[src/rtl/fpu_pkg.sv]
// Shared definitions for the floating-point add/sub datapath: default field
// widths, guard/round/sticky width and the alignment FSM encoding.
package fpu_pkg;

  localparam int EXPONENT_SIZE = 8;
  localparam int MANTISSA_SIZE = 23;
  localparam int GRS_WIDTH     = 3;

  typedef enum logic [1:0] {
    IDLE  = 2'd0,
    SHIFT = 2'd1,
    DONE  = 2'd2
  } alignState_t;

endpackage

[src/rtl/exponent_compare.sv]
// Combinational operand ordering: picks the larger operand (exponent first,
// mantissa as tie-break) and returns its exponent and the exponent distance.
module exponent_compare
  import fpu_pkg::*;
#(
  parameter int ExponentSize = EXPONENT_SIZE,
  parameter int MantissaSize = MANTISSA_SIZE
) (
  input  logic [ExponentSize-1:0] exponentA,
  input  logic [ExponentSize-1:0] exponentB,
  input  logic [MantissaSize:0]   mantissaA,
  input  logic [MantissaSize:0]   mantissaB,
  output logic                    swapped,
  output logic [ExponentSize-1:0] exponentLarge,
  output logic [ExponentSize-1:0] exponentDiff
);

  logic aIsLarger;

  // Equal operands keep A as the larger one, so Swapped stays 0 on a tie.
  assign aIsLarger = (exponentA > exponentB) ||
                     ((exponentA == exponentB) && (mantissaA >= mantissaB));

  assign swapped       = ~aIsLarger;
  assign exponentLarge = aIsLarger ? exponentA : exponentB;
  assign exponentDiff  = aIsLarger ? (exponentA - exponentB) : (exponentB - exponentA);

endmodule

[src/rtl/exponent_align.sv]
// Pre-add alignment: orders the operands, then shifts the smaller mantissa
// right one bit per clock, folding shifted-out bits into guard/round/sticky.
module exponent_align
  import fpu_pkg::*;
#(
  parameter int ExponentSize = EXPONENT_SIZE,
  parameter int MantissaSize = MANTISSA_SIZE
) (
  input  logic                             Clk,
  input  logic                             Reset,
  input  logic                             InValid,
  output logic                             InReady,
  input  logic [ExponentSize-1:0]          ExponentA,
  input  logic [ExponentSize-1:0]          ExponentB,
  input  logic [MantissaSize:0]            MantissaA,
  input  logic [MantissaSize:0]            MantissaB,
  output logic                             OutValid,
  input  logic                             OutReady,
  output logic [ExponentSize-1:0]          OutExponent,
  output logic [MantissaSize+GRS_WIDTH:0]  OutMantissaLarge,
  output logic [MantissaSize+GRS_WIDTH:0]  OutMantissaSmall,
  output logic                             Swapped
);

  localparam int AlignWidth = MantissaSize + 1 + GRS_WIDTH;
  localparam logic [ExponentSize-1:0] SaturateShift = ExponentSize'(AlignWidth - 1);

  alignState_t state, nextState;

  logic                    selSwapped;
  logic [ExponentSize-1:0] selExponent;
  logic [ExponentSize-1:0] expDiff;
  logic [MantissaSize:0]   mantLarge;
  logic [MantissaSize:0]   mantSmall;
  logic                    accept;
  logic                    saturate;
  logic [ExponentSize-1:0] shiftCount;
  logic [AlignWidth-1:0]   smallReg;

  exponent_compare #(
    .ExponentSize (ExponentSize),
    .MantissaSize (MantissaSize)
  ) compareInst (
    .exponentA     (ExponentA),
    .exponentB     (ExponentB),
    .mantissaA     (MantissaA),
    .mantissaB     (MantissaB),
    .swapped       (selSwapped),
    .exponentLarge (selExponent),
    .exponentDiff  (expDiff)
  );

  assign mantLarge = selSwapped ? MantissaB : MantissaA;
  assign mantSmall = selSwapped ? MantissaA : MantissaB;
  assign InReady   = (state == IDLE);
  assign OutValid  = (state == DONE);
  assign accept    = InValid && InReady;
  // Any distance that would push the whole mantissa past the sticky bit
  // collapses to a single sticky bit in one step.
  assign saturate  = (expDiff >= SaturateShift);
  assign OutMantissaSmall = smallReg;

  always_ff @(posedge Clk or posedge Reset) begin
    if (Reset) begin
      state <= IDLE;
    end else begin
      state <= nextState;
    end
  end

  always_comb begin
    nextState = state;
    case (state)
      IDLE: begin
        if (accept) begin
          if ((expDiff == '0) || saturate) nextState = DONE;
          else                             nextState = SHIFT;
        end
      end
      SHIFT: begin
        if (shiftCount == ExponentSize'(1)) nextState = DONE;
      end
      DONE: begin
        if (OutReady) nextState = IDLE;
      end
      default: nextState = IDLE;
    endcase
  end

  always_ff @(posedge Clk or posedge Reset) begin
    if (Reset) begin
      OutExponent      <= '0;
      OutMantissaLarge <= '0;
      smallReg         <= '0;
      Swapped          <= 1'b0;
      shiftCount       <= '0;
    end else begin
      case (state)
        IDLE: begin
          if (accept) begin
            OutExponent      <= selExponent;
            OutMantissaLarge <= {mantLarge, {GRS_WIDTH{1'b0}}};
            Swapped          <= selSwapped;
            shiftCount       <= expDiff;
            if (saturate) smallReg <= {{(AlignWidth-1){1'b0}}, |mantSmall};
            else          smallReg <= {mantSmall, {GRS_WIDTH{1'b0}}};
          end
        end
        SHIFT: begin
          // Bit 0 absorbs whatever falls off the end, so sticky never clears.
          smallReg   <= {1'b0, smallReg[AlignWidth-1:2], smallReg[1] | smallReg[0]};
          shiftCount <= shiftCount - ExponentSize'(1);
        end
        default: ;
      endcase
    end
  end

endmodule

[config.mk]
export PLATFORM = sky130hd
export DESIGN_NAME = exponent_align
export DESIGN_NICKNAME = d
export VERILOG_FILES = /design/src/rtl/fpu_pkg.sv /design/src/rtl/exponent_compare.sv /design/src/rtl/exponent_align.sv
export SDC_FILE = /design/constraint.sdc
export NUM_CORES = 1
export LEC_CHECK = 0
export BUFFER_PORTS_ARGS = -buffer_cell sky130_fd_sc_hd__buf_2
export CAP_MARGIN = 15
export CORE_MARGIN = 2
export CORE_UTILIZATION = 50
export DETAILED_ROUTE_END_ITERATION = 8
export GPL_TIMING_DRIVEN = 0
export PLACE_DENSITY = 0.77
export SLEW_MARGIN = 20
export SYNTH_ARGS = -nofsm -noshare
export SYNTH_HDL_FRONTEND = slang
export SYNTH_HIERARCHICAL = 1
export SYNTH_SLANG_ARGS = --single-unit
export TNS_END_PERCENT = 30
[constraint.sdc]
create_clock -name Clk -period 5.47 [get_ports Clk]
set_clock_uncertainty 0.2 [all_clocks]
set_input_delay 0.2735 -clock Clk [delete_from_list [all_inputs] [get_ports Clk]]
set_output_delay 0.2735 -clock Clk [all_outputs]
set_load 0.005 [all_outputs]
Word-level counts from Yosys, hierarchy flattened --
Index checks and enable logic that the tools add are counted. W data, S select, Z words.
Cells by class: add/subtract/negate cells 3, $lt $le $gt $ge 3, equal/unequal tests 7, multiplexer cells 14, bitwise operators 2, reduce and logical (&&, ||, !) cells 11
Operators by type and width (number):
- $mux W27 | 2
- $pmux W27 S2 | 1
- $mux W24 | 2
- $ge A24 B24 Y1 | 1
- $mux W8 | 3
- $reduce_or A24 Y1 | 1
- $pmux W8 S2 | 1
- $sub A8 B8 Y8 | 2
- $eq A8 B1 Y1 const B | 1
- $eq A8 B8 Y1 | 1
- $ge A8 B5 Y1 const B | 1
- $gt A8 B8 Y1 | 1
- $logic_not A8 Y1 | 1
- $mux W2 | 4
- $sub A8 B1 Y8 const B | 1
- $pmux W2 S3 | 1
- $ne A2 B1 Y1 const B | 2
- $reduce_and A2 Y1 | 2
- $reduce_and A3 Y1 | 1
- $eq A2 B1 Y1 const B | 1
- $eq A2 B2 Y1 const B | 1
- $logic_and A1 B1 Y1 | 2
- $logic_not A2 Y1 | 1
- $logic_or A1 B1 Y1 | 2
- other kinds (4) | 4
Word-level totals: register bits after elaboration 70, input port bits 68

Depth between registers and ports, before layout --
Gate-level depths: netlist (run 1).
depth after elaboration 9, mapped depth 16

By module --
Netlist (run 1), hierarchy kept.
Modules (own cells, without submodules):
- exponent_align | instances 1, cells each 389, area each 3657.3 sq um, seq. area each 1751.7 sq um
- exponent_compare | instances 1, cells each 220, area each 1525.2 sq um, seq. area each 0.0 sq um

Worst setup path after synthesis (run 1) --
No wires, ideal clock.
path kind input -> register, start point in MantissaB[9], end point reg state[1], setup time 137 ps, data arrival time 3038 ps, required time 5133 ps, path slack 2095 ps, stages on the path 12, path buffers 0, cells stage by stage inv_1 -> ha_1 -> a21o_1 -> a221o_1 -> a2111oi_4 -> o2111ai_1 -> a2111o_1 -> o2111a_1 -> nor4_4 -> o21a_1 -> o22a_1 -> o22ai_1
On the way: cells in the longest elaborated chain, start to end 9, elaborated cells on any way between the ends 10, classes of those cells order compare (2); mux (4); reduce/logical (4)
Ends and longest elaborated chain:
- start, declared | line exponent_align.sv:16 | input logic [MantissaSize:0] MantissaB,
- $ge A24 B24 Y1 (*) | line exponent_compare.sv:22 | ((exponentA == exponentB) && (mantissaA >= mantissaB));
- $logic_and A1 B1 Y1 (*) | line exponent_compare.sv:22
- $logic_or A1 B1 Y1 (*) | line exponent_compare.sv:21 | assign aIsLarger = (exponentA > exponentB) ||
- $mux W8 (*) | line exponent_compare.sv:26 | assign exponentDiff = aIsLarger ? (exponentA - exponentB) : (exponentB - exponentA);
- via expDiff[6] | line exponent_align.sv:32 | logic [ExponentSize-1:0] expDiff;
- $ge A8 B5 Y1 or $logic_not A8 Y1 (tied branches) | line exponent_align.sv:60, exponent_align.sv:76
- $logic_or A1 B1 Y1 (*) | line exponent_align.sv:76 | if ((expDiff == '0) || saturate) nextState = DONE;
- $mux W2 (*) | line exponent_align.sv:76
- $mux W2 (*) | line exponent_align.sv:75 | if (accept) begin
- $pmux W2 S3 (*) | line exponent_align.sv:73 | case (state)
- end signal, assigned | line exponent_align.sv:67 | state <= nextState;
- end, declared | line exponent_align.sv:28 | alignState_t state, nextState;
The timed path passes the listed nets; every way through them passes the cells marked *. The select of a mux whose other input is x is not followed. A chain may end at the register's enable or synchronous reset.

Final worst setup path (run 1) --
start point in MantissaB[21], end point reg smallReg[3], in the netlist OutMantissaSmall[3]
On the way: cells in the longest elaborated chain, start to end 8, elaborated cells on any way between the ends 9, classes of those cells order compare (2); mux (5); reduce/logical (2)
Ends and longest elaborated chain:
- $ge A24 B24 Y1 | line exponent_compare.sv:22
- $logic_and A1 B1 Y1 | line exponent_compare.sv:22
- $logic_or A1 B1 Y1 | line exponent_compare.sv:21
- $mux W8 | line exponent_compare.sv:26
- via expDiff[4] | line exponent_align.sv:32
- $ge A8 B5 Y1 | line exponent_align.sv:60 | assign saturate = (expDiff >= SaturateShift);
- $mux W27 | line exponent_align.sv:105 | if (saturate) smallReg <= {{(AlignWidth-1){1'b0}}, |mantSmall};
- $mux W27 | line exponent_align.sv:100 | if (accept) begin
- $pmux W27 S2 | line exponent_align.sv:98 | case (state)
- end signal, assigned | line exponent_align.sv:105
- end signal, assigned | line exponent_align.sv:106 | else smallReg <= {mantSmall, {GRS_WIDTH{1'b0}}};
- end signal, assigned | line exponent_align.sv:111 | smallReg <= {1'b0, smallReg[AlignWidth-1:2], smallReg[1] | smallReg[0]};
- end, declared | line exponent_align.sv:38 | logic [AlignWidth-1:0] smallReg;
The timed path passes the listed nets, and every way through them passes these cells. The select of a mux whose other input is x is not followed.

==> impl_metrics.sql, run 1 <==
INSERT INTO impl_metrics (metric_group, metric, value, unit) VALUES
('drt', 'drtPass1Iterations', '5', ''),
('layout', 'layout.nets', '863', ''),
('worst_setup_path', 'worstPathArrival', '3.91', 'ns'),
('drt', 'route.antenna.remaining_nets', '0', ''),
('global_routing', 'first_pass_grt_wire_length', '23800', 'microns'),
('drt', 'wl_per_cell', '16.7', 'microns'),
('pwr', 'share_seq_of_total_power', '39.1', '%'),
('synthesis', 'netlist_top_cells_area', 'dfrtp_1, ha_1, mux2_2, mux2i_1, nand2_1', ''),
('floorplanning', 'initial_utilization', '50.9', '%'),
('pwr', 'net-switching-power', '933', 'uW'),
('global_routing', 'pin_count_of_the_biggest_net_entering_global_routing', '42', ''),
('floorplanning', 'num_rows', '37', ''),
('drt', 'routed_wl', '14900', 'microns'),
('flow_run', 'max_cap_viol_count', '0', ''),
('synthesis', 'synth_commonest_cells', 'dfrtp_1, nand2_1, inv_1', ''),
('floorplanning', 'floorplan.io_pins', '133', ''),
('worst_setup_path', 'timing.critical_path.required', '5.56', 'ns'),
('synthesis', 'most_repeated_cell_in_the_gate_level_netlist_after_synthesis', 'dfrtp_1', ''),
('sta', 'rsz0062_at_grt', 'no', ''),
('synthesis', 'async_reset_ff_share', '100', '%'),
('placed_design', 'dp.final_hpwl', '11400', 'microns'),
('global_routing', 'vias_in_the_first_global_route', '4991', ''),
('synthesis', 'netlist_instances', '609', ''),
('floorplanning', 'floorplan.die.width', '106', 'microns'),
('synthesis', 'synth_compound_gate_area_share', '20.5', '%'),
('floorplanning', 'die-area', '11200', 'sq um'),
('synthesis', 'yosys.area_share.xor_xnor', '0', '%'),
('layout', 'area.growth.synth_to_final', '20.7', '%'),
('drt', 'drc', '0', ''),
('floorplanning', 'die_h', '106', 'microns'),
('run_status', 'run_status', 'finished clean', ''),
('worst_setup_path', 'timing.critical_path.fanout_max', '10', ''),
('clocking', 'post_cts_buffers', '0', ''),
('global_routing', 'number_of_antenna_violations_at_the_first_check_in_global_routing', '0', ''),
('worst_setup_path', 'critPathMostFrequentCell', 'buf_2', ''),
('floorplanning', 'fp.coreArea', '10200', 'sq um'),
('clocking', 'clk-insertion-delay-late', '0.36', 'ns'),
('synthesis', 'area_share_of_and_or_nand_nor_cells_after_synthesis', '17.4', '%'),
('clocking', 'clkSinkCount', '70', ''),
('layout', 'fin_util', '61.4', '%'),
('hold_path', 'hold_depth', '3', ''),
('worst_setup_path', 'reg2reg_from', 'state[0]', ''),
('worst_setup_path', 'startpoint_type', 'input port', ''),
('sta', 'max-slew-margin-rel', '51.7', '%'),
('synthesis', 'combinational_family_with_the_most_area_after_synthesis', 'compound AO/OA/AOI/OAI gates', ''),
('synthesis', 'yosys_warnings', '6', ''),
('sta', 'timing.final.crit_share', '69.9', '%'),
('synthesis', 'synth.yosys.seq_area_share', '33.8', '%'),
('layout', 'antenna-diode-count', '0', ''),
('worst_setup_path', 'worst_path_largest_cell_delay', '0.51', 'ns'),
('clocking', 'cts-buffers-inserted', '9', ''),
('pwr', 'vdd.ir_drop.worst', '0.000151', 'V'),
('worst_setup_path', 'critical_path.endpoint_type', 'flip-flop', ''),
('layout', 'drive_above_1_share', '26.7', '%'),
('synthesis', 'synth_cell_types', '63', ''),
('clocking', 'cts_max_level', '3', ''),
('placed_design', 'finalWeightedCongestion', '0.888', ''),
('placed_design', 'port_buffers', '128', ''),
('clocking', 'clkSlewWorstSetupHoldPaths', '0.09', 'ns'),
('drt', 'route.detailed.vias_per_inst', '5.79', ''),
('drt', 'via_count', '5168', ''),
('worst_setup_path', 'rrSetupSlack', '3.57', 'ns'),
('worst_setup_path', 'worst-setup-path-type', 'in2reg', ''),
('sta', 'timing.final.crit_period', '3.82', 'ns'),
('synthesis', 'adder_and_majority_cell_fraction_of_the_synthesized_area', '10.7', '%'),
('clocking', 'tritoncts_clock_tree', 'done', ''),
('synthesis', 'syn_area_per_cell', '8.51', 'sq um'),
('clocking', 'root_buffer', 'clkbuf_8', ''),
('pwr', 'intPower', '1.47', 'mW'),
('synthesis', 'synth_edf_count', '0', ''),
('synthesis', 'netlist.area_leader.share', '33.8', '%');
==> metrics by stage <==
stage	power (mW)	instance area, sq um	worst slack, ns	cells	hold slack [ns]
6_report	2.40	6260	1.65	893	0.0254
5_1_grt	2.57	6260	1.45	893	0.0129
4_1_cts	2.41	6260	1.69	893	0.0145
3_5_place_dp	1.92	6020	1.32	876	0.0955
3_3_place_gp	1.88	6000	1.37	875	0.254
2_1_floorplan	1.48	5190	2.09	611	0.270
==> repair_timing <==
| action | in CTS | in global routing |
|---|---|---|
| hold buffers | 1 | 0 |
| resized for setup | 0 | 0 |
| endpoints found under the hold margin | 29 | 0 |
==> state kept, by name, indices dropped and copies added (netlist names) <==
| register | flops |
|---|---|
| OutMantissaSmall | 27 |
| OutMantissaLarge | 24 |
| OutExponent | 8 |
| shiftCount | 8 |
| state | 2 |
| Swapped | 1 |
==> logic make-up after synthesis <==
family	after synthesis
simple gates	187
flops	70
mux	50
compound gates	170
fa+ha+maj	43
other cells	1
buf+inv	88
==> critical path, delay by kind of cell <==
family,cells,cell delay (ns)
compound gates,4,0.89
buf+inv,4,0.83
simple gates,6,1.63
fa+ha+maj,1,0.29
==> power by group through the flow <==
stage / combinational (mW) / clock [mW] / sequential (mW)
after CTS: 0.982 / 0.490 / 0.934
after global placement: 0.946 / 0 / 0.931
after floorplan: 0.550 / 0 / 0.935
final: 0.981 / 0.482 / 0.938
after global routing: 1.09 / 0.514 / 0.968
after detailed placement: 0.979 / 0 / 0.941
==> per-layer routing <==
| metal | global-route usage (%) | part of all wire (%) | wire length, microns |
|---|---|---|---|
| met5 | 0 | 0 | 0 |
| met4 | 10.2 | 2.4 | 363 |
| met3 | 5.01 | 6.8 | 1010 |
| met2 | 46.0 | 49 | 7230 |
| met1 | 33.1 | 42 | 6280 |
==> final cells by class <==
| type | instances | area [sq um] |
|---|---|---|
| fillers | 915 | 3930 |
| multi-input cells | 453 | 3060 |
| flip-flops and latches | 70 | 1750 |
| repair buffers | 130 | 671 |
| inverters | 52 | 198 |
| plain buffers | 36 | 188 |
| well taps | 136 | 170 |
| clock buffers | 11 | 141 |
| clock inverters | 5 | 82.6 |
==> cells in the final DEF, fill, tap and decap left out, drive strengths merged, types with 3 or more instances in the layout <==
master,n
a2111oi,3
a211oi,7
a21oi,49
and2,5
buf,155
clkbuf,21
clkinv,3
conb,3
dfrtp,70
ha,41
inv,52
mux2,24
mux2i,26
nand2,68
nand2b,4
nand3,12
nand4,9
nor2,49
nor2b,7
nor3,8
nor4,13
o21ai,50
o22ai,30
o31ai,3
or4,3
==> how the worst max path moves through the flow <==
| stage | from | slack (ns) | end | depth (start not counted) |
|---|---|---|---|---|
| after floorplan | MantissaB[9] | 2.09 | state[1] | 12 |
| after global placement | MantissaB[23] | 1.37 | OutMantissaSmall[3] | 15 |
| after detailed placement | ExponentA[0] | 1.32 | OutMantissaSmall[3] | 16 |
| after CTS | MantissaB[22] | 1.69 | OutMantissaSmall[3] | 15 |
| after global routing | ExponentA[0] | 1.45 | OutMantissaSmall[3] | 16 |
| final | MantissaB[21] | 1.65 | OutMantissaSmall[3] | 15 |
No activity file was read; power rests on OpenSTA's default activity.
==> inputs of run 2 (changes only) <==
--- a/config.mk
+++ b/config.mk
@@ -5,13 +5,14 @@
 export SDC_FILE = /design/constraint.sdc
 export NUM_CORES = 1
 export LEC_CHECK = 0
+export ABC_AREA = 1
 export BUFFER_PORTS_ARGS = -buffer_cell sky130_fd_sc_hd__buf_2
 export CAP_MARGIN = 15
 export CORE_MARGIN = 2
-export CORE_UTILIZATION = 50
+export CORE_UTILIZATION = 49
 export DETAILED_ROUTE_END_ITERATION = 8
 export GPL_TIMING_DRIVEN = 0
-export PLACE_DENSITY = 0.77
+export PLACE_DENSITY = 0.78
 export SLEW_MARGIN = 20
 export SYNTH_ARGS = -nofsm -noshare
 export SYNTH_HDL_FRONTEND = slang
==> constraint.sdc (replaced) <==
create_clock -name Clk -period 3.3 [get_ports Clk]
set_clock_uncertainty 0.2 [all_clocks]
set_input_delay 0.165 -clock Clk [delete_from_list [all_inputs] [get_ports Clk]]
set_output_delay 0.165 -clock Clk [all_outputs]
set_load 0.005 [all_outputs]
==> run 2 against run 1 <==
  * Synthesized cell count grew 28%
  * Via count grew 14%
  * First-iteration DRC count grew 39%
  * Global-route usage grew 1.3 points
  * Cell area grew 15%
  * Utilization grew 5.4 points
  * Synthesized area grew 3.2%
  * Critical path depth grew 1
  * Wire length grew 9.8%
  * Hold slack lost 0.0077 ns
  * Critical path type unchanged
==> impl_metrics.sql, run 2 <==
INSERT INTO impl_metrics (metric_group, metric, value, unit) VALUES
('run_status', 'run_status', 'finished clean', ''),
('pwr', 'net-switching-power', '2.02', 'mW'),
('flow_run', 'max_cap_viol_count', '0', ''),
('worst_setup_path', 'worstPathArrival', '3.27', 'ns'),
('clocking', 'tritoncts_clock_tree', 'done', ''),
('worst_setup_path', 'critical_path.endpoint_type', 'flip-flop', ''),
('global_routing', 'vias_in_the_first_global_route', '5495', ''),
('clocking', 'cts-buffers-inserted', '9', ''),
('layout', 'drive_above_1_share', '22.0', '%'),
('synthesis', 'synth.yosys.seq_area_share', '32.7', '%'),
('drt', 'wl_per_cell', '14.4', 'microns'),
('synthesis', 'cell_area_synth', '5350', 'sq um'),
('global_routing', 'first_pass_grt_wire_length', '25900', 'microns'),
('sta', 'slew_violations', '0', ''),
('drt', 'route.antenna.remaining_nets', '0', ''),
('layout', 'final_cell_mix', 'nand2_1, buf_2, inv_1', ''),
('placed_design', 'placed_cells', '1049', ''),
('synthesis', 'synth_cell_types', '39', ''),
('worst_setup_path', 'rrSetupSlack', '1.11', 'ns'),
('synthesis', 'yosysTopAreaCell', 'dfrtp_1', ''),
('hold_path', 'hold_path_class', 'in2reg', ''),
('synthesis', 'yosys_warnings', '6', ''),
('pwr', 'clockPowerShare', '16.6', '%'),
('floorplanning', 'die-area', '11800', 'sq um'),
('global_routing', 'pin_count_of_the_biggest_net_entering_global_routing', '38', ''),
('placed_design', 'port_buffers', '129', ''),
('layout', 'final_common_cell', 'nand2_1', ''),
('worst_setup_path', 'timing.critical_path.required', '3.39', 'ns'),
('sta', 'max-slew-margin-rel', '65.7', '%'),
('synthesis', 'ys.flop_type', 'dfrtp_1', ''),
('pwr', 'switching_share', '42.2', '%'),
('clocking', 'clk-insertion-delay-late', '0.37', 'ns'),
('layout', 'layout.nets', '1101', ''),
('drt', 'route.detailed.vias_per_inst', '5.20', ''),
('synthesis', 'synth_edf_count', '0', ''),
('pwr', 'vdd.ir_drop.worst', '0.000413', 'V'),
('clocking', 'clock_tree.buffer_depth', '2', ''),
('layout', 'largest_register_ff_count', '27', ''),
('sta', 'timing.final.crit_share', '96.4', '%'),
('layout', 'layoutNonFillerInstCount', '1135', ''),
('sta', 'timing.final.crit_period', '3.18', 'ns'),
('drt', 'via_count', '5901', ''),
('global_routing', 'grt_util_all_layers', '27.9', '%'),
('global_routing', 'number_of_antenna_violations_at_the_first_check_in_global_routing', '0', ''),
('placed_design', 'finalWeightedCongestion', '0.915', ''),
('placed_design', 'dp.final_hpwl', '11300', 'microns'),
('layout', 'antenna-diode-count', '0', ''),
('clocking', 'root_buffer', 'clkbuf_8', ''),
('pwr', 'share_seq_of_total_power', '33.2', '%'),
('drt', 'drc', '0', ''),
('pwr', 'power.leakage', '3.86', 'nW'),
('drt', 'routed_wl', '16300', 'microns'),
('synthesis', 'async_reset_ff_share', '100', '%'),
('synthesis', 'most_repeated_cell_in_the_gate_level_netlist_after_synthesis', 'nand2_1', ''),
('floorplanning', 'die_h', '108', 'microns'),
('pwr', 'intPower', '2.78', 'mW'),
('clocking', 'clkSlewWorstSetupHoldPaths', '0.08', 'ns'),
('synthesis', 'synth_seq_cells', '70', ''),
('synthesis', 'netlist_instances', '777', ''),
('global_routing', 'overflow', '0', ''),
('floorplanning', 'floorplan.io_pins', '133', ''),
('sta', 'max_slew.worst_pin.slew', '0.515', 'ns'),
('pwr', 'power', '4.80', 'mW'),
('sta', 'hold_slack', '0.0177', 'ns'),
('drt', 'drt-initial-drc-count', '436', ''),
('worst_setup_path', 'startpoint_type', 'input port', ''),
('layout', 'fin_util', '66.9', '%'),
('worst_setup_path', 'timing.critical_path.fanout_max', '10', ''),
('drt', 'drtPass1Iterations', '5', ''),
('pwr', 'power.combinational.fraction', '50.2', '%'),
('synthesis', 'synth_commonest_cells', 'nand2_1, inv_1, dfrtp_1', ''),
('worst_setup_path', 'worst-setup-path-type', 'in2reg', ''),
('sta', 'report.final.setup_viol', '0', ''),
('floorplanning', 'initial_utilization', '49.8', '%'),
('floorplanning', 'fp.coreArea', '10700', 'sq um'),
('synthesis', 'syn_area_per_cell', '6.89', 'sq um'),
('sta', 'report.final.hold_viol_count', '0', ''),
('floorplanning', 'num_rows', '38', ''),
('sta', 'maxClockFrequency', '0.314', 'GHz'),
('sta', 'rsz0062_at_grt', 'yes', ''),
('synthesis', 'netlist_top_cells_area', 'dfrtp_1, nand2_1, ha_1, inv_1, nor2_1', ''),
('clocking', 'clkSinkCount', '70', ''),
('clocking', 'cts_max_level', '3', ''),
('sta', 'setup_tns', '0', 'ns'),
('floorplanning', 'floorplan.die.width', '108', 'microns'),
('pwr', 'power_density', '668', 'nW/um^2'),
('synthesis', 'netlist.area_leader.share', '32.7', '%'),
('layout', 'number_of_filler_cells_placed_in_the_layout', '952', ''),
('layout', 'area.growth.synth_to_final', '34.3', '%');
## run 2: critical path: stages
cell and delay, ns:
dlygate4sd3_1 0.55, buf_2 0.14, ha_1 0.29, nand2_1 0.11, nor2_4 0.16, nand4_1 0.16, nor2_1 0.12, nand2_1 0.11
nand2_4 0.16, nand2_8 0.09, buf_12 0.15, inv_2 0.09, buf_6 0.16, nand2_1 0.07, a31oi_1 0.17, dlygate4sd3_1 0.57
## run 2: area by class of cell
| type | count | area (sq um) | area share [%] |
|---|---|---|---|
| clock inverters | 6 | 86.3 | 1.20 |
| repair buffers | 200 | 1360 | 18.9 |
| plain buffers | 39 | 292 | 4.06 |
| inverters | 85 | 324 | 4.51 |
| multi-input cells | 585 | 3070 | 42.7 |
| well taps | 140 | 175 | 2.44 |
| flip-flops and latches | 70 | 1750 | 24.4 |
| clock buffers | 10 | 128 | 1.78 |
## run 2: power by group through the flow
stage	Combinational, mW	Sequential [mW]	Clock (mW)
finish	2.41	1.59	0.798
global route	2.70	1.64	0.837
CTS	2.34	1.58	0.795
detailed placement	2.22	1.59	0
global placement	2.18	1.59	0
floorplan	1.39	1.59	0
## run 2: metrics by stage
stage / setup slack (ns) / instance area, sq um
after detailed placement: 0.108 / 6200
after global placement: 0.116 / 6180
after global routing: -0.0228 / 7180
after CTS: 0.00525 / 7100
final: 0.120 / 7180
after floorplan: 0.665 / 5360
## run 2: kinds of logic after synthesis
family,share of synthesized area [%]
flip-flops,32.7
adder cells (fa/ha/maj),10.3
other,0.0701
buffers and inverters,10.9
AO/OA/AOI/OAI,12.7
AND/OR/NAND/NOR,31.8
XOR/XNOR,1.47
## run 2: routing by layer
| layer | share of wire, % | vias to the layer above | GRT usage, % |
|---|---|---|---|
| met3 | 6.5 | 40 | 4.16 |
| met2 | 48 | 226 | 45.5 |
| met4 | 2.9 | 0 | 11.8 |
| met1 | 43 | 2721 | 37.0 |
| li1 | - | 2914 | - |
| met5 | 0 | - | 0 |
## run 2: worst paths after layout
kind	from	to	depth (start not counted)
setup / recovery	MantissaA[23]	OutMantissaLarge[23]	16
hold / removal	ExponentA[1]	OutExponent[1]	5
setup reg to reg	state[0]	OutMantissaLarge[23]	7
hold reg to reg	OutExponent[2]	OutExponent[2]	2
max in group asynchronous	Reset	OutExponent[6]	4
min in group asynchronous	Reset	OutMantissaLarge[15]	3
## run 2: timing repair
item / CTS / global route
resized for setup: 0 / 28
hold buffers: 68 / 0
endpoints found under the setup margin: 0 / 49
buffers inserted: 0 / 2
hold endpoints to repair: 75 / 0
==> inputs of run 3 (changes only) <==
--- a/config.mk
+++ b/config.mk
@@ -6,7 +6,7 @@
 export NUM_CORES = 1
 export LEC_CHECK = 0
 export ABC_AREA = 1
-export BUFFER_PORTS_ARGS = -buffer_cell sky130_fd_sc_hd__buf_2
+export BUFFER_PORTS_ARGS = -buffer_cell sky130_fd_sc_hd__clkbuf_2
 export CAP_MARGIN = 15
 export CORE_MARGIN = 2
 export CORE_UTILIZATION = 49
==> run 3 against run 2 <==
  * Combinational power up 2%
  * Maximum frequency up 0.66%
  * Clock power fell by 2%
  * Critical path depth up 1
  * Hold slack got worse by 0.017 ns
  * Via count grew 0.58%
  * Critical path type unchanged
==> impl_metrics.sql, run 3 (synthesis gave the netlist of run 2 again) <==
INSERT INTO impl_metrics (metric_group, metric, value, unit) VALUES
('run_status', 'run_status', 'finished clean', ''),
('sta', 'slew_violations', '0', ''),
('drt', 'route.detailed.vias_per_inst', '5.21', ''),
('global_routing', 'first_pass_grt_wire_length', '25900', 'microns'),
('sta', 'timing.final.crit_share', '95.7', '%'),
('placed_design', 'finalWeightedCongestion', '0.909', ''),
('drt', 'drc', '0', ''),
('drt', 'via_count', '5935', ''),
('worst_setup_path', 'timing.critical_path.fanout_max', '10', ''),
('pwr', 'net-switching-power', '2.06', 'mW'),
('global_routing', 'grt_util_all_layers', '27.9', '%'),
('sta', 'max-slew-margin-rel', '64.7', '%'),
('pwr', 'power_density', '667', 'nW/um^2'),
('clocking', 'tritoncts_clock_tree', 'done', ''),
('clocking', 'clkSlewWorstSetupHoldPaths', '0.08', 'ns'),
('pwr', 'vdd.ir_drop.worst', '0.000395', 'V'),
('layout', 'final_common_cell', 'nand2_1', ''),
('worst_setup_path', 'timing.critical_path.required', '3.39', 'ns'),
('global_routing', 'pin_count_of_the_biggest_net_entering_global_routing', '42', ''),
('pwr', 'power.leakage', '3.91', 'nW'),
('sta', 'rsz0062_at_grt', 'yes', ''),
('floorplanning', 'fp.coreArea', '10700', 'sq um'),
('layout', 'layout.nets', '1105', ''),
('clocking', 'root_buffer', 'clkbuf_8', ''),
('sta', 'max_slew.worst_pin.slew', '0.529', 'ns'),
('sta', 'maxClockFrequency', '0.317', 'GHz'),
('sta', 'timing.final.ws_setup', '0.141', 'ns'),
('floorplanning', 'floorplan.die.width', '108', 'microns'),
('global_routing', 'overflow', '0', ''),
('clocking', 'clock_tree.buffer_depth', '2', ''),
('pwr', 'switching_share', '42.4', '%'),
('pwr', 'power.combinational.fraction', '50.6', '%'),
('sta', 'report.final.hold_viol_count', '0', ''),
('clocking', 'cts-buffers-inserted', '9', ''),
('sta', 'setup_tns', '0', 'ns'),
('floorplanning', 'die_h', '108', 'microns'),
('floorplanning', 'die-area', '11800', 'sq um'),
('layout', 'final_cell_mix', 'nand2_1, clkbuf_2, inv_1', ''),
('clocking', 'clk-insertion-delay-late', '0.35', 'ns'),
('global_routing', 'vias_in_the_first_global_route', '5527', ''),
('drt', 'routed_wl', '16600', 'microns'),
('worst_setup_path', 'worstPathArrival', '3.25', 'ns'),
('clocking', 'cts_max_level', '3', ''),
('layout', 'area.growth.synth_to_final', '36.1', '%'),
('worst_setup_path', 'critical_path.endpoint_type', 'flip-flop', ''),
('global_routing', 'number_of_antenna_violations_at_the_first_check_in_global_routing', '0', ''),
('flow_run', 'max_cap_viol_count', '0', ''),
('sta', 'timing.final.crit_period', '3.16', 'ns'),
('pwr', 'clockPowerShare', '16.1', '%'),
('drt', 'drt-initial-drc-count', '439', ''),
('layout', 'final_area', '7280', 'sq um'),
('worst_setup_path', 'worst-setup-path-type', 'in2reg', ''),
('floorplanning', 'num_rows', '38', ''),
('floorplanning', 'initial_utilization', '49.8', '%'),
('drt', 'wl_per_cell', '14.6', 'microns'),
('sta', 'report.final.setup_viol', '0', ''),
('floorplanning', 'floorplan.io_pins', '133', ''),
('layout', 'antenna-diode-count', '0', ''),
('drt', 'drtPass1Iterations', '7', ''),
('placed_design', 'dp.final_hpwl', '11400', 'microns'),
('pwr', 'intPower', '2.80', 'mW'),
('layout', 'fin_util', '67.8', '%'),
('hold_path', 'hold_path_class', 'in2reg', ''),
('drt', 'route.antenna.remaining_nets', '0', ''),
('worst_setup_path', 'startpoint_type', 'input port', ''),
('placed_design', 'port_buffers', '129', ''),
('layout', 'drive_above_1_share', '23.5', '%'),
('pwr', 'share_seq_of_total_power', '33.3', '%'),
('placed_design', 'place_ws', '0.0922', 'ns'),
('clocking', 'clkSinkCount', '70', ''),
('placed_design', 'place_area', '6200', 'sq um'),
('layout', 'largest_register_ff_count', '27', '');
[run 3: path summary, 6_finish.rpt]
| path | cells after the start | end | slack, ns | startpoint |
|---|---|---|---|---|
| max in group asynchronous | 4 | OutExponent[6] | 2.14 | Reset |
| max | 17 | OutMantissaLarge[24] | 0.14 | ExponentB[3] |
| max reg2reg | 7 | OutMantissaLarge[23] | 1.11 | state[0] |
| min | 5 | OutMantissaSmall[21] | 0.0007 | MantissaB[18] |
| min in group asynchronous | 3 | OutMantissaSmall[6] | 0.20 | Reset |
| min reg2reg | 2 | OutExponent[6] | 0.29 | OutExponent[6] |
[run 3: metrics by stage]
stage,hold WS (ns),cells,power (mW)
after global routing,0.0283,1139,5.24
after detailed placement,0.0377,1049,3.84
after CTS,0.00219,1131,4.73
final,0.000695,1139,4.86
after floorplan,0.111,779,2.98
after global placement,0.233,1048,3.78
[run 3: final cells by class]
type / instances / area [sq um]
Buffer: 39 / 294
Clock buffer: 10 / 128
Clock inverter: 6 / 86.3
Fill cell: 928 / 3460
Inverter: 85 / 324
Multi-Input combinational cell: 585 / 3120
Sequential cell: 70 / 1750
Tap cell: 140 / 175
Timing Repair Buffer: 204 / 1400
[run 3: timing repair]
action                                  CTS  global route
hold endpoints to repair                 75             0
resized for setup                         0            39
endpoints found under the setup margin    0            54
hold buffers                             66             0
buffers inserted                          0             7
[run 3: worst max-delay path, cell delays in order]
cell and delay (ns):
dlygate4sd3_1 0.56, clkbuf_2 0.14, ha_1 0.28, buf_4 0.14
nand2_2 0.07, nor2_2 0.12, nand2_2 0.10, nor2_2 0.13
nand2_2 0.07, nor2_4 0.09, nand2_4 0.10, nand2_8 0.11
buf_12 0.13, clkbuf_4 0.20, nand2_1 0.07, a31oi_1 0.17
dlygate4sd3_1 0.57
[run 3: power groups by stage]
stage               registers (mW)  clock network [mW]  logic [mW]
floorplan                     1.59                   0        1.39
finish                        1.62               0.784        2.46
detailed placement            1.61                   0        2.23
global route                  1.66               0.822        2.76
CTS                           1.60               0.787        2.35
global placement              1.60                   0        2.18
[run 3: routing by layer]
| metal | track usage (%) | up-vias | wire length (microns) |
|---|---|---|---|
| met5 | 0 | - | 0 |
| li1 | - | 2923 | - |
| met1 | 37.4 | 2743 | 7200 |
| met2 | 45.0 | 226 | 7960 |
| met4 | 11.0 | 0 | 488 |
| met3 | 4.40 | 43 | 947 |
